--- config.mk ---
export PLATFORM = sky130hd
export DESIGN_NAME = rgb_pwm_fader
export DESIGN_NICKNAME = d
export VERILOG_FILES = /design/src/rtl/rgb_pkg.sv /design/src/rtl/rgb_pwm_channel.sv /design/src/rtl/rgb_pwm_fader.sv
export SDC_FILE = /design/constraint.sdc
export NUM_CORES = 1
export LEC_CHECK = 0
export CAP_MARGIN = 20
export CORE_ASPECT_RATIO = 0.5
export CORE_MARGIN = 1.5
export CORE_UTILIZATION = 26
export DETAILED_ROUTE_END_ITERATION = 10
export PLACE_DENSITY = 0.45
export RECOVER_POWER = 100
export SETUP_SLACK_MARGIN = 0.2
export SLEW_MARGIN = 20
export SYNTH_ARGS = -nofsm -noshare
export SYNTH_HDL_FRONTEND = slang
export SYNTH_SLANG_ARGS = --single-unit
--- constraint.sdc ---
create_clock -name clk -period 7.7 [get_ports clk]
set_input_delay 1.925 -clock clk [delete_from_list [all_inputs] [get_ports clk]]
set_output_delay 1.925 -clock clk [all_outputs]
set_load 0.01 [all_outputs]
--- src/rtl/rgb_pkg.sv ---
// Shared constants for the RGB PWM fader: default resolution, channel indices
// and byte-lane placement of each channel inside the packed colour word.
package rgb_pkg;

    localparam int PWM_BITS_DEF = 8;
    localparam int NUM_CH       = 3;

    localparam int CH_R = 0;
    localparam int CH_G = 1;
    localparam int CH_B = 2;

    // LSB position of a channel's lane in the packed {B,G,R} colour word
    function automatic int lane_lsb(input int ch, input int bits);
        return ch * bits;
    endfunction

endpackage

--- src/rtl/rgb_pwm_channel.sv ---
// One colour channel: target/current level, +/-1 fade stepping, period-aligned
// duty shadow and a registered compare against the shared PWM counter.
module rgb_pwm_channel
    import rgb_pkg::*;
#(
    parameter int PWM_BITS = PWM_BITS_DEF
) (
    input  logic                clk,
    input  logic                rst,
    input  logic                enable,
    input  logic                target_stb,
    input  logic [PWM_BITS-1:0] target_in,
    input  logic                jump,
    input  logic                tick,
    input  logic                period_end,
    input  logic                en_rise,
    input  logic [PWM_BITS-1:0] pwm_cnt,
    output logic [PWM_BITS-1:0] cur,
    output logic                neq,
    output logic                pwm
);

    localparam logic [PWM_BITS-1:0] LVL_ONE = {{(PWM_BITS-1){1'b0}}, 1'b1};

    logic [PWM_BITS-1:0] r_target;
    logic [PWM_BITS-1:0] r_cur;
    logic [PWM_BITS-1:0] r_duty;
    logic                r_pwm;
    logic [PWM_BITS-1:0] w_cur_next;
    logic [PWM_BITS-1:0] w_duty_eff;

    // Next level: a strobe always wins over a step; compare-before-step prevents wrap
    always_comb begin
        w_cur_next = r_cur;
        if (!enable) begin
            w_cur_next = r_cur;
        end else if (target_stb) begin
            w_cur_next = jump ? target_in : r_cur;
        end else if (jump) begin
            w_cur_next = r_target;
        end else if (tick && (r_cur < r_target)) begin
            w_cur_next = r_cur + LVL_ONE;
        end else if (tick && (r_cur > r_target)) begin
            w_cur_next = r_cur - LVL_ONE;
        end else begin
            w_cur_next = r_cur;
        end
    end

    // Target and current level registers
    always_ff @(posedge clk) begin
        if (!rst) begin
            r_target <= {PWM_BITS{1'b0}};
            r_cur    <= {PWM_BITS{1'b0}};
        end else begin
            if (enable && target_stb) begin
                r_target <= target_in;
            end else begin
                r_target <= r_target;
            end
            r_cur <= w_cur_next;
        end
    end

    // On the enable edge the shadow is still stale, so compare against cur directly
    assign w_duty_eff = en_rise ? r_cur : r_duty;

    // Duty shadow and registered PWM compare
    always_ff @(posedge clk) begin
        if (!rst) begin
            r_duty <= {PWM_BITS{1'b0}};
            r_pwm  <= 1'b0;
        end else begin
            if (period_end || en_rise) begin
                r_duty <= r_cur;
            end else begin
                r_duty <= r_duty;
            end
            r_pwm <= enable & (pwm_cnt < w_duty_eff);
        end
    end

    assign cur = r_cur;
    assign neq = (r_cur != r_target);
    assign pwm = r_pwm;

endmodule

--- src/rtl/rgb_pwm_fader.sv ---
// RGB fader top: shared PWM counter, fade-rate prescaler, enable-edge detect
// and busy aggregation around three rgb_pwm_channel instances.
module rgb_pwm_fader
    import rgb_pkg::*;
#(
    parameter int PWM_BITS   = PWM_BITS_DEF,
    parameter int PRESCALE_W = 16
) (
    input  logic                    clk,
    input  logic                    rst,
    input  logic                    enable,
    input  logic [3*PWM_BITS-1:0]   target_rgb,
    input  logic                    target_stb,
    input  logic [PRESCALE_W-1:0]   fade_step,
    output logic [3*PWM_BITS-1:0]   cur_rgb,
    output logic                    busy,
    output logic [2:0]              pwm_o
);

    localparam logic [PRESCALE_W-1:0] PRE_ONE = {{(PRESCALE_W-1){1'b0}}, 1'b1};
    localparam logic [PWM_BITS-1:0]   CNT_ONE = {{(PWM_BITS-1){1'b0}}, 1'b1};

    logic [PWM_BITS-1:0]   r_pwm_cnt;
    logic [PRESCALE_W-1:0] r_presc;
    logic                  r_enable_d;

    logic [PRESCALE_W-1:0] w_presc_last;
    logic                  w_jump;
    logic                  w_tick;
    logic                  w_period_end;
    logic                  w_en_rise;
    logic [NUM_CH-1:0]     w_neq;
    logic [NUM_CH-1:0]     w_pwm;

    assign w_jump       = (fade_step == {PRESCALE_W{1'b0}});
    assign w_presc_last = fade_step - PRE_ONE;
    // >= rather than == so a mid-fade shrink of fade_step cannot strand the count
    assign w_tick       = enable & busy & ~target_stb & ~w_jump & (r_presc >= w_presc_last);
    assign w_period_end = enable & (r_pwm_cnt == {PWM_BITS{1'b1}});
    assign w_en_rise    = enable & ~r_enable_d;

    // Free-running PWM counter, parked at 0 while disabled
    always_ff @(posedge clk) begin
        if (!rst) begin
            r_pwm_cnt <= {PWM_BITS{1'b0}};
        end else if (!enable) begin
            r_pwm_cnt <= {PWM_BITS{1'b0}};
        end else begin
            r_pwm_cnt <= r_pwm_cnt + CNT_ONE;
        end
    end

    // Fade prescaler: frozen while disabled, cleared when idle, on strobe or on tick
    always_ff @(posedge clk) begin
        if (!rst) begin
            r_presc <= {PRESCALE_W{1'b0}};
        end else if (!enable) begin
            r_presc <= r_presc;
        end else if (target_stb || !busy || w_tick) begin
            r_presc <= {PRESCALE_W{1'b0}};
        end else begin
            r_presc <= r_presc + PRE_ONE;
        end
    end

    // Enable edge detector
    always_ff @(posedge clk) begin
        if (!rst) begin
            r_enable_d <= 1'b0;
        end else begin
            r_enable_d <= enable;
        end
    end

    for (genvar ch = 0; ch < NUM_CH; ch++) begin : g_ch
        rgb_pwm_channel #(
            .PWM_BITS (PWM_BITS)
        ) u_ch (
            .clk        (clk),
            .rst        (rst),
            .enable     (enable),
            .target_stb (target_stb),
            .target_in  (target_rgb[lane_lsb(ch, PWM_BITS) +: PWM_BITS]),
            .jump       (w_jump),
            .tick       (w_tick),
            .period_end (w_period_end),
            .en_rise    (w_en_rise),
            .pwm_cnt    (r_pwm_cnt),
            .cur        (cur_rgb[lane_lsb(ch, PWM_BITS) +: PWM_BITS]),
            .neq        (w_neq[ch]),
            .pwm        (w_pwm[ch])
        );
    end

    assign busy  = |w_neq;
    assign pwm_o = {w_pwm[CH_B], w_pwm[CH_G], w_pwm[CH_R]};

endmodule
After elaboration in Yosys (flattened, before gate mapping)
Index checks and enable logic that the tools add are counted.
Word-level totals
  word-level logic and storage cells: 90
  output and inout port bits: 28
  bits of input ports: 44
  bits in registers: 100
Cells by class
  bitwise operators: 12
  add/subtract/negate cells: 9
  eq/ne operators: 5
  order comparisons: 10
  reduce and logical (&&, ||, !) cells: 20
  mux-type cells: 19
Operators by type and width (number)
  two-way mux 8 bit: 18
  < comparator 8 bit: 6
  adder 8 x 1 -> 8 bit, second input constant: 4
  > comparator 8 bit: 3
  != test 8 bit: 3
  subtractor 8 x 1 -> 8 bit, second input constant: 3
  adder 16 x 1 -> 16 bit, second input constant: 1
  >= comparator 16 bit: 1
  zero test 16 bit: 1
  two-way mux 16 bit: 1
  subtractor 16 x 1 -> 16 bit, second input constant: 1
  AND 1 bit: 9
  AND reduction 3 bit: 3
  nonzero test 3 bit: 3
  equality test 8 bit, second input constant: 1
  logical AND 1 bit: 7
  logical OR 1 bit: 3
  inverter 1 bit: 3
  OR reduction 3 bit: 1
  != test 2 x 1 -> 1 bit, second input constant: 1
  AND reduction 2 bit: 1
  zero test 1 bit: 1

Longest topological paths before layout
Gate-level depths: netlist (run 1).
  word-level depth: 11
  gate-level depth with buffers: 21
  mapped depth without buffers: 21

Modules after synthesis
Synthesis (run 1) repeated with hierarchy kept, for this count alone.
Unflattened totals
  cell total of the unflattened synthesis: 844
  area total of the unflattened synthesis: 7204.4 um^2
Modules (own cells, without submodules)
  rgb_pwm_channel: times used 3, cells an instance 210, area each 1815.5 um^2, seq. area each 500.5 um^2
  rgb_pwm_fader: times used 1, cells an instance 214, area each 1757.9 um^2, seq. area each 500.5 um^2

Least setup slack after synthesis (run 1)
Ideal clock, no wire load.
  path type: input-to-reg
  start: in fade_step[2]
  end: reg g_ch[1].u_ch.r_cur[6]
  stages: 20
  arrival time: 5.946 ns
  setup time: 0.134 ns
  required time: 7.566 ns
  path slack: 1.620 ns
  cell sequence: nor4_2 > nor4b_4 > nand2_1 > nor4_1 > xnor2_1 > ha_1 > and4_1 > nand4_1 > a2111oi_1 > a2111o_1 > and3_4 > nand2_1 > fa_1 > a21o_1 > a21oi_1 > o21bai_1 > a21oi_1 > xnor2_1 > a221oi_1 > o31ai_1
On the way
  longest elaborated chain between the ends: 8
  elaborated cells between the ends (all ways): 14
  classes of those cells: 1 x add/sub; 1 x order compare; 1 x eq/ne; 3 x mux; 3 x bitwise; 5 x reduce/logical
RTL lines
  from (decl): RTL line rgb_pwm_fader.sv:14  | input logic [PRESCALE_W-1:0] fade_step,
  branches (longest 8 deep; another with subtractor 16 x 1 -> 16 bit)
  to (signal assigned): RTL line rgb_pwm_channel.sv:54  | r_cur <= {PWM_BITS{1'b0}};
  to (signal assigned): RTL line rgb_pwm_channel.sv:61  | r_cur <= w_cur_next;
  to (decl): RTL line rgb_pwm_channel.sv:26  | logic [PWM_BITS-1:0] r_cur;
Parallel ways; which one is timed is not known.
A chain may end at the register's enable or synchronous reset.

Final worst setup path (run 1)
  start: in fade_step[2]
  end: reg g_ch[1].u_ch.r_cur[7]
The elaborated chain is that of the path after synthesis.

==> results of run 1 <==
[power by group through the flow]
stage / Clock [µW] / Combinational, µW / Sequential [µW]
after global routing: 554 / 151 / 531
after CTS: 534 / 140 / 530
after detailed placement: 0 / 139 / 542
final: 514 / 135 / 530
after floorplan: 0 / 82.3 / 540
after global placement: 0 / 139 / 542
[worst paths after layout]
check / startpoint / end / slack, ns / cells past startpoint
setup / recovery: fade_step[2] / g_ch[1].u_ch.cur[7] / 0.69 / 21
hold reg to reg: g_ch[0].u_ch.r_target[7] / g_ch[0].u_ch.r_target[7] / 0.46 / 2
hold / removal: g_ch[0].u_ch.r_target[7] / g_ch[0].u_ch.r_target[7] / 0.46 / 2
setup reg to reg: g_ch[0].u_ch.cur[0] / g_ch[1].u_ch.cur[7] / 3.25 / 16
[layout by cell type, fill, tap and decap left out, drive strengths merged, types with 13 or more instances in the layout]
| master | Yosys | final |
|---|---|---|
| a211oi | 21 | 21 |
| a21o | 13 | 13 |
| a21oi | 85 | 85 |
| clkbuf | 28 | 13 |
| clkdlybuf4s50 | 0 | 40 |
| dfxtp | 100 | 100 |
| dlygate4sd3 | 0 | 30 |
| ha | 86 | 86 |
| inv | 52 | 52 |
| mux2i | 44 | 44 |
| nand2 | 105 | 105 |
| nand3 | 20 | 20 |
| nor2 | 77 | 77 |
| nor3 | 17 | 17 |
| o21ai | 26 | 26 |
| xnor2 | 25 | 25 |
| xor2 | 23 | 23 |
[through the flow]
stage	power (µW)	hold WS, ns	cells	util [%]	cell area (µm²)
2_1_floorplan	622.5	0.4363	843	-	6984
3_3_place_gp	680.4	0.4429	1235	30.32	8015
3_5_place_dp	681.3	0.4485	1235	30.34	8019
4_1_cts	1203	0.4589	1250	31.56	8343
5_1_grt	1236	0.4790	1250	31.39	8297
6_report	1179	0.4559	1250	31.39	8297
[registers in the layout, summed over array words and instances (netlist names)]
| name | cells |
|---|---|
| r_enable_d | 1 |
| g_ch.u_ch.r_target | 24 |
| g_ch.u_ch.pwm | 3 |
| r_pwm_cnt | 8 |
| g_ch.u_ch.r_duty | 24 |
| r_presc | 16 |
| g_ch.u_ch.cur | 24 |
[critical path: cells and delay by family]
| family | cells | cell delay [ns] |
|---|---|---|
| AOI/OAI and AO/OA | 8 | 1.73 |
| adders and majority gates | 2 | 0.65 |
| xor gates and xnor gates | 1 | 0.09 |
| buffers and inverters | 1 | 0.47 |
| and+or+nand+nor | 9 | 2.18 |
[final cells by class]
cell class	instances	share of cell area (%)
multi-input cells	653	55.30
flip-flops and latches	100	24.13
repair buffers	78	9.003
well taps	352	5.308
clock buffers	10	2.880
inverters	52	2.353
clock inverters	5	1.025
[layer usage]
| layer | track usage [%] | share of wire [%] |
|---|---|---|
| met1 | 19.72 | 51 |
| met2 | 23.59 | 46 |
| met3 | 2.712 | 2.8 |
| met4 | 2.800 | 0.64 |
| met5 | 0 | 0 |
[logic make-up (layout without fill, tap and decap cells)]
kind of cell | Yosys count | in the layout | synth area share [%]
adder cells (fa/ha/maj) | 89 | 89 | 16.27
flip-flops | 100 | 100 | 28.66
AO/OA/AOI/OAI | 191 | 191 | 18.00
multiplexers | 44 | 44 | 6.306
XOR/XNOR | 49 | 49 | 6.342
AND/OR/NAND/NOR | 280 | 280 | 19.22
buffers and inverters | 90 | 145 | 5.195
==> results.txt, run 1 <==
WL final - 19660 µm
Number of remaining DRC errors - 0
Synthesis-stage register bit count - 100
Post-synth EDFFs - 0
I/O pin total - 72
Largest cells by area after synthesis - dfxtp_1 29%, ha_1 15%, mux2i_1 6.3%
Logic pwr share - 11.5%
Clk pwr share - 43.6%
Via-to-Cell Ratio - 4.742
Skew-Pair Late Insertion Delay - 0.36 ns
Post-CTS setup buffers - 0
Layout area overhead - 18.79%
Multi-input logic area - 0.004588 mm²
Final Hold Viols - 0
Post-Syn Area per Cell - 8.285 µm²
Worst setup path class - input port to register
Netlist cell types - 62
Flop pwr share - 44.9%
Layout cells sized above 1 - 3.786%
Internal - 875.5 µW
Warnings, synthesis - 0
Worst-margin pin slew - 3.603 ns
Most used DFF post-synth - dfxtp_1
Peak Freq - 0.1428 GHz
Fraction of registers with async set/reset - 0%
Clock Skew - 0.01255 ns
Core Area - 0.02643 mm²
Register area - 0.002002 mm²
Fill count - 2793
Worst VDD drop - 0.1006 mV
Die Ht - 118.9 µm
WP data required - 7.75 ns
Die Area - 0.02791 mm²
Share of the synthesized area in the top cell type - 28.66%
Critical Path Max Stage Delay - 0.50 ns
Setup Viol. Count Final - 0
Row cnt - 42
Register area share after synthesis - 28.66%
Reg clk slew, reported paths - 0.08 ns
I/O Buffers - 71
Sw Ratio - 25.74%
Crit end category - register
Crit-path slowest cell - nor4_1
Final cycle utilization of the critical path - 90.98%
Largest net degree at the start of global routing - 71
CTS Buf Count - 9
GRT Util Overall - 14.37%
Synth cell count leaders - 104 x nand2_1, 100 x dfxtp_1, 86 x ha_1
First-pass GRT wire length - 31570 µm
Final period demand of the worst path - 7.005 ns
Cells after Synth - 843
CP startpoint kind - input port
Clock Sinks - 100
CTS tree - done
# hold bufs at CTS - 0
Netlist Area Pre-Place - 0.006984 mm²
Placer Congestion - 0.8065
Max-slew violations - 87
1st-pass router iterations - 4
Antenna cell count - 0
Setup ws final - 0.6948 ns
Violated checks - max-capacitance violations, max-slew violations
# resized after CTS - 0
Post-Syn Nets - 976
CTS max path bufs - 2
Initial antenna violation count - 0
Worst-path fanout max - 8
Routed via count - 5927
First DRT Iteration DRCs - 282
Outcome - complete, but fails checks
Count leader, synth - nand2_1
Vias in the first global route - 5727
Critical path data arrival time - 7.05 ns
CP Cell Sequence - clkdlybuf4s50_1, nor4_1, nor4b_4, nand2_1, nor3_1, xnor2_1, ha_1, and2_0, nand4_1, a2111oi_1, a2111o_1, and3_4, nand2_1, ha_1, a21oi_1, o211ai_1, o21a_1, o21ai_0, nand2b_1, a311oi_1, a221oi_1
Net switching power - 303.5 µW
Setup_tns - 0 ns
Initial Utilization - 26.42%
Grt ovf - 0
Max Cap Viol - 2
Worst slack at placement - 0.5595 ns
Die span in x - 234.8 µm
Normalized max-slew margin - -140.2%
Hold/Removal Path Class - register to register
RSZ-0062 raised after global routing - no
Top cell type by total area after synthesis - dfxtp_1
Nets@finish - 1027
Total power per unit cell area - 142.1 mW/mm²
H-tree levels - 3
Leak - 0.003489 µW
Dpl hpwl - 14550 µm
Antenna-violating nets left - 0
Avg WL per Cell - 15.73 µm
Root Buffer - clkbuf_16
No activity file was read; power rests on OpenSTA's default activity.
==> inputs of run 2 (changes only) <==
--- a/config.mk
+++ b/config.mk
@@ -9,6 +9,7 @@
 export CORE_ASPECT_RATIO = 0.5
 export CORE_MARGIN = 1.5
 export CORE_UTILIZATION = 26
+export CTS_CLUSTER_DIAMETER = 100
 export DETAILED_ROUTE_END_ITERATION = 10
 export PLACE_DENSITY = 0.45
 export RECOVER_POWER = 100
==> results of run 2 <==
Final layout, timing and power as in run 1 (identical DEF).
